==> src/rtl/pwr_cnt_pkg.sv <==
// Shared types and helpers for the pwr_cnt_seq counter/sequencer slice.
// Provides the sequencer state encoding and the per-bit clear-mask builder.
package pwr_cnt_pkg;

    typedef enum logic [1:0] {
        IDLE = 2'd0,
        RUN  = 2'd1,
        DONE = 2'd2
    } state_t;

    // Upper bounds for clr_mask; instantiations must keep WIDTH <= MAX_W and CTRL_W <= MAX_CTRL.
    localparam int MAX_W    = 256;
    localparam int MAX_CTRL = 32;
    localparam int CIDX_W   = $clog2(MAX_CTRL);

    // Bit i of the returned mask is ctrl_q[i % ctrl_w]; bits at or above width are zero.
    function automatic logic [MAX_W-1:0] clr_mask(input logic [MAX_CTRL-1:0] ctrl_q,
                                                  input int                  ctrl_w,
                                                  input int                  width);
        logic [MAX_W-1:0]  m;
        logic [CIDX_W-1:0] j;
        m = '0;
        j = '0;
        for (int i = 0; i < MAX_W; i++) begin
            if (i < width) begin
                m[i] = ctrl_q[j];
            end
            // j walks 0..ctrl_w-1 repeatedly, i.e. i modulo ctrl_w
            if (j == CIDX_W'(ctrl_w - 1)) begin
                j = '0;
            end else begin
                j = j + 1'b1;
            end
        end
        return m;
    endfunction

endpackage

==> src/rtl/pwr_phase_seq.sv <==
// Phase sequencer for pwr_cnt_seq: IDLE/RUN/DONE control FSM, phase counter
// advanced by all-ones events, and a one-cycle tick when the phase wraps into DONE.
module pwr_phase_seq
    import pwr_cnt_pkg::*;
#(
    parameter int PHASES = 8,
    parameter int PH_W   = $clog2(PHASES)
) (
    input  logic            clk1,
    input  logic            rst_n,
    input  logic            en,
    input  logic            full,
    output logic [PH_W-1:0] phase,
    output logic            tick,
    output logic            busy,
    output logic            run
);

    state_t state;

    // FSM, phase and tick; dropping en out of RUN wins over a same-cycle wrap
    always_ff @(posedge clk1) begin
        if (!rst_n) begin
            state <= IDLE;
            phase <= '0;
            tick  <= 1'b0;
        end else begin
            tick <= 1'b0;
            case (state)
                IDLE: begin
                    if (en) begin
                        state <= RUN;
                    end
                end
                RUN: begin
                    if (!en) begin
                        state <= IDLE;
                    end else if (full) begin
                        // PHASES is a power of two, so the increment wraps naturally
                        phase <= phase + 1'b1;
                        if (phase == PH_W'(PHASES - 1)) begin
                            state <= DONE;
                            tick  <= 1'b1;
                        end
                    end
                end
                DONE: begin
                    if (!en) begin
                        state <= IDLE;
                    end
                end
                default: begin
                    state <= IDLE;
                end
            endcase
        end
    end

    assign busy = (state != IDLE);
    assign run  = (state == RUN);

endmodule

==> src/rtl/pwr_cnt_seq.sv <==
// Top of the gated counter / all-ones detector / phase sequencer load.
// Optional feature: define PWR_PARITY_EN to register the parity of the counter
// into parity_q; otherwise parity_q is tied low.
module pwr_cnt_seq
    import pwr_cnt_pkg::*;
#(
    parameter int WIDTH  = 32,
    parameter int CTRL_W = 4,
    parameter int PHASES = 8,
    parameter int PH_W   = $clog2(PHASES)
) (
    input  logic              clk1,
    input  logic              rst_n,
    input  logic              en,
    input  logic              carry_in,
    input  logic [CTRL_W-1:0] ctrl_in,
    input  logic              load,
    input  logic [WIDTH-1:0]  load_val,
    output logic [WIDTH-1:0]  cnt_q,
    output logic              full,
    output logic [PH_W-1:0]   phase,
    output logic              tick,
    output logic              busy,
    output logic              parity_q
);

    logic [CTRL_W-1:0] ctrl_q;
    logic [WIDTH-1:0]  mask;
    logic [WIDTH-1:0]  cnt_d;
    logic              run;
    logic              inc;

    pwr_phase_seq #(
        .PHASES (PHASES),
        .PH_W   (PH_W)
    ) u_seq (
        .clk1  (clk1),
        .rst_n (rst_n),
        .en    (en),
        .full  (full),
        .phase (phase),
        .tick  (tick),
        .busy  (busy),
        .run   (run)
    );

    // Clear controls take effect one cycle after they are presented
    always_ff @(posedge clk1) begin
        if (!rst_n) begin
            ctrl_q <= '0;
        end else begin
            ctrl_q <= ctrl_in;
        end
    end

    assign mask = WIDTH'(clr_mask(MAX_CTRL'(ctrl_q), CTRL_W, WIDTH));
    assign inc  = carry_in & en;
    assign full = &cnt_q;

    // Next counter value: load beats counting, counting only while running
    always_comb begin
        cnt_d = cnt_q;
        if (load) begin
            cnt_d = load_val;
        end else if (run) begin
            cnt_d = (cnt_q + WIDTH'(inc)) & ~mask;
        end
    end

    // Counter register
    always_ff @(posedge clk1) begin
        if (!rst_n) begin
            cnt_q <= '0;
        end else begin
            cnt_q <= cnt_d;
        end
    end

`ifdef PWR_PARITY_EN
    // Parity tracks the value the counter is about to hold, so it lines up with cnt_q
    always_ff @(posedge clk1) begin
        if (!rst_n) begin
            parity_q <= 1'b0;
        end else begin
            parity_q <= ^cnt_d;
        end
    end
`else
    assign parity_q = 1'b0;
`endif

endmodule
==> config.mk <==
export PLATFORM = sky130hd
export DESIGN_NAME = pwr_cnt_seq
export DESIGN_NICKNAME = d
export VERILOG_FILES = /design/src/rtl/pwr_cnt_pkg.sv /design/src/rtl/pwr_phase_seq.sv /design/src/rtl/pwr_cnt_seq.sv
export SDC_FILE = /design/constraint.sdc
export NUM_CORES = 1
export LEC_CHECK = 0
export BUFFER_PORTS_ARGS = -buffer_cell sky130_fd_sc_hd__buf_2
export CAP_MARGIN = 10
export CORE_UTILIZATION = 32
export CTS_CLUSTER_DIAMETER = 80
export DETAILED_ROUTE_END_ITERATION = 12
export SYNTH_ARGS = -nofsm -noshare
export SYNTH_HDL_FRONTEND = slang
export SYNTH_HIERARCHICAL = 1
export SYNTH_SLANG_ARGS = --single-unit
==> constraint.sdc <==
create_clock -name clk1 -period 4.8 [get_ports clk1]
set_clock_uncertainty 0.05 [all_clocks]
set_input_delay 0.96 -clock clk1 [delete_from_list [all_inputs] [get_ports clk1]]
set_output_delay 0.96 -clock clk1 [all_outputs]
set_load 0.03 [all_outputs]
## Word level (Yosys, flattened, before mapping)

Index checks and enable logic that the tools add are counted.
Widths: inputs -> output; s select.

- Add/subtract/negate cells: 2
- Equal/unequal tests: 7
- Mux-type cells: 9
- Bitwise gates (word level): 3
- Reduce and logical (&&, ||, !) cells: 7

Operator list:

| operator | number |
|---|---|
| $mux 32 | 2 |
| $reduce_and 35->1 | 1 |
| $reduce_and 34->1 | 1 |
| $add 32x1->32 | 1 |
| $and 32x32->32 | 1 |
| $not 32->32 | 1 |
| $reduce_and 32->1 | 1 |
| $mux 2 | 5 |
| $pmux 2 s3 | 1 |
| $ne 2x2->1 const B | 2 |
| $reduce_and 4->1 | 1 |
| $reduce_bool 2->1 | 2 |
| $add 3x1->3 const B | 1 |
| $eq 3x3->1 const B | 1 |
| $ne 3x2->1 const B | 1 |
| $ne 3x3->1 const B | 1 |
| $eq 2x1->1 const B | 1 |
| $eq 2x2->1 const B | 1 |
| $logic_not 2->1 | 1 |
| $and 1x1->1 | 1 |
| $mux 1 | 1 |

- Register bits after elaboration: 42
- Output and inout bits: 39
- Word-level logic and storage cells: 33

## Logic depth before layout (Yosys ltp)

- Depth in word-level cells: 5
- Mapped depth: 8
- Gate-level depth less buffers: 6

## Modules after synthesis

The synthesis kept the hierarchy.

Modules (own cells, without submodules):

| module | instances | cells each | area each (µm²) |
|---|---|---|---|
| pwr_cnt_seq | 1 | 264 | 2159.6 |
| pwr_phase_seq | 1 | 27 | 267.8 |

## Worst setup path before layout

OpenSTA, ideal clock, no wires.

- Path kind: reg2out
- From: reg cnt_q[5]
- To: out full
- Data arrival time: 2322 ps
- Setup slack: 1468 ps
- Stages on the path, launching flop included: 5
- Buffers on the path: 1
- Cell sequence: dfxtp_1 > and4_1 > buf_6 > nand4_4 > nor4_1

- Word-level cells in the longest chain between the ends: 1

Ends and longest elaborated chain:

| item | RTL line | text |
|---|---|---|
| start, declared | pwr_cnt_seq.sv:19 | `output logic [WIDTH-1:0] cnt_q,` |
| start signal, assigned | pwr_cnt_seq.sv:75 | `cnt_q <= cnt_d;` |
| $reduce_and 32->1 | pwr_cnt_seq.sv:58 | `assign full = &cnt_q;` |
| end, declared | pwr_cnt_seq.sv:20 | `output logic full,` |

Every way passes these cells.

## Worst setup path in the final report

Same ends and word-level chain as after synthesis.

==> summary.txt <==
Required @ worst endpoint - 3.79 ns
Seq cells post-synth - 42
first-pass GRT wire length - 10800 µm
placed insts - 454
Slew HR - 32.1%
number of cell rows - 31
detailed-route DRC error count - 0
DR pass1 iterations - 4
n_diodes - 0
Synth Cell Area - 2430 µm²
Top Family by Delay on Critical Path - simple AND/OR/NAND/NOR gates
sequential element share of the synthesized area - 34.6%
CP Cell Sequence - and4_1 -> nand4_4 -> nor4_1 -> buf_2
TritonCTS Buffers - 5
die span in x - 89.1 µm
Syn Inst Count - 291
commonest cells in the synthesized netlist - dfxtp_1, nand2_1, xnor2_1
NumNets Final - 407
status - finished, final reports clean
critical path's slowest cell - nor4_1
length of routed met2 wiring - 3150 µm
layout cell share with drive strength beyond 1 - 30.3%
Bufs on Longest Clock Path - 2
Slew @ Worst Pin - 1.01 ns
leakage power - 1.21 nW
CP Class - flip-flop to primary output
wirelength, routed - 6810 µm
Yosys top cell area share - 34.6%
average wire per standard cell - 14.7 µm
initial antenna violation count - 0
async set or reset register ratio after synthesis - 0%
largest net degree at the start of global routing - 21
Total GRT Usage - 18.0%
sequential power share - 48.5%
DP HPWL - 5090 µm
Power Density - 272 nW/µm²
Fmax - 289 MHz
Max Used Layer - met4
Fin Setup TNS - 0 ns
Post-Syn Nets - 336
path type of the worst min-delay path - flip-flop to flip-flop
placed inst area - 2860 µm²
Period Utilization, post-route - 72.1%
post-synth cell types - 54
Clock Latency Late Sink - 0.30 ns
RSZ-0062 raised after global routing - false
internal power - 570 µW
synth warn - 6
Final Max Tran Viols - 0
critical path's largest stage delay - 0.72 ns
Clock Power Share - 35.5%
post-CTS sizing - 0
Clock transition at path regs - 0.09 ns
sw frac - 29.8%
Area Growth Syn to Fin - 22.7%
Synth area leaders - dfxtp_1, xnor2_1, nand2_1
Setup crit end kind - primary output
Cell Count, Final, Fillers Out - 462
number of synthesized flops with an enable pin - 0
global route overflow - 0
Comb pwr share - 16.0%
core area - 7290 µm²
Post-CTS Hold Fix Bufs - 0
vias in the first global route - 2176
Setup Slack @ Placement - 1.67 ns
Tmin final - 3.46 ns
P_sw - 242 µW
Hold WS - 0.434 ns
count leader, synth - dfxtp_1
Startpoint Class - flip-flop
met1 wire length - 3260 µm
H-tree Lvls - 2
post-CTS setup buffers - 0
Final Setup Violations - 0
setup ws final - 1.34 ns
final instance area - 2980 µm²
TritonCTS clock tree - yes
Initial DRC Count - 123
die area - 7940 µm²
Port Buffer Count - 78
vias per cell - 5.08
CP Max Fanout - 9
WP buf/inv - 1
CTS sink cnt - 42
Final Wtd Congestion - 0.790
Initial Utilization - 33.3%
peak supply drop - 0.000110 V
Die H - 89.1 µm
antenna viol nets, final - 0
Vias - 2345
number of max-cap violations - 0
Ports - 80
Hold Vio Cnt, Final - 0
CTS root buf - clkbuf_8
WP data arrival - 2.45 ns
WL met3 - 336 µm
syn avg cell area - 8.34 µm²
Post-synth top flop - dfxtp_1
cell type with the largest total area after synthesis - dfxtp_1
[kinds of logic after synthesis]
family / Yosys count / share of synthesized area (%)
simple gates: 132 / 33.8
compound gates: 67 / 16.2
flops: 42 / 34.6
xor+xnor: 21 / 7.58
buf+inv: 21 / 4.28
fa+ha+maj: 4 / 2.06
mux: 3 / 1.24
other cells: 1 / 0.154
[layer usage]
metal / global-route usage (%) / vias up
met5: 0 / -
met4: 4.33 / 0
met3: 3.60 / 5
met2: 29.1 / 66
met1: 24.6 / 1083
li1: - / 1191
[per-stage QoR]
stage | total power [mW] | util [%]
after global placement | 0.531 | 39.3
after floorplan | 0.480 | -
final | 0.811 | 40.8
after CTS | 0.819 | 40.8
after detailed placement | 0.532 | 39.3
after global routing | 0.848 | 40.8
[worst register-to-register path, stage by stage (launching register included)]
cell     delay (ns)
dfxtp_1        0.40
and4_1         0.43
nand4_4        0.28
nor4_1         0.72
and4b_1        0.41
mux2i_1        0.20
[power groups by stage]
stage	Sequential [mW]	Clock [mW]	Combinational [mW]
finish	0.394	0.288	0.130
global route	0.397	0.308	0.143
CTS	0.393	0.295	0.131
detailed placement	0.402	0	0.130
global placement	0.401	0	0.130
floorplan	0.426	0	0.0541
[area by class of cell]
cell class              instances  area, µm²
clock buffers                   5       68.8
clock inverters                 3       45.0
fillers                       799       4310
inverters                       7       26.3
multi-input cells             228       1480
flip-flops and latches         42        841
well taps                      99        124
repair buffers                 78        390
[sequential cells by signal, indices dropped and copies added, names as in the netlist]
signal	flops
ctrl_q	4
u_seq/tick	1
u_seq/state	2
u_seq/phase	3
cnt_q	32
[placed cells by master (no fill, tap or decap), types with 2 or more instances in the layout]
master,Yosys,routed
buf_2,2,78
dfxtp_1,42,42
nand2_1,40,40
xnor2_1,19,19
a21oi_1,16,16
nor2_1,15,15
o21ai_0,15,15
and3_1,11,11
o21ai_1,11,11
nand3_1,8,8
o22ai_1,8,8
nor4_2,8,8
inv_1,7,7
and2_1,6,6
nor3_1,6,6
a31oi_1,6,6
or2_2,5,5
clkbuf_8,0,5
and4_1,4,4
nand4_1,4,4
ha_1,4,4
nand2b_1,3,3
mux2i_1,3,3
nand4_4,2,2
nand4_2,2,2
nor4_1,2,2
nand3b_1,2,2
nor3_2,2,2
xor2_1,2,2
nor3b_1,2,2
clkinvlp_4,0,2
[worst paths after layout]
kind / start / endpoint / slack [ns] / cells past startpoint
max: cnt_q[5] / full / 1.34 / 4
min: u_seq/phase[1] / u_seq/phase[1] / 0.43 / 2
max reg2reg: cnt_q[5] / u_seq/phase[1] / 2.25 / 5
min reg2reg: u_seq/phase[1] / u_seq/phase[1] / 0.43 / 2
(Power assumes the default switching activity.)
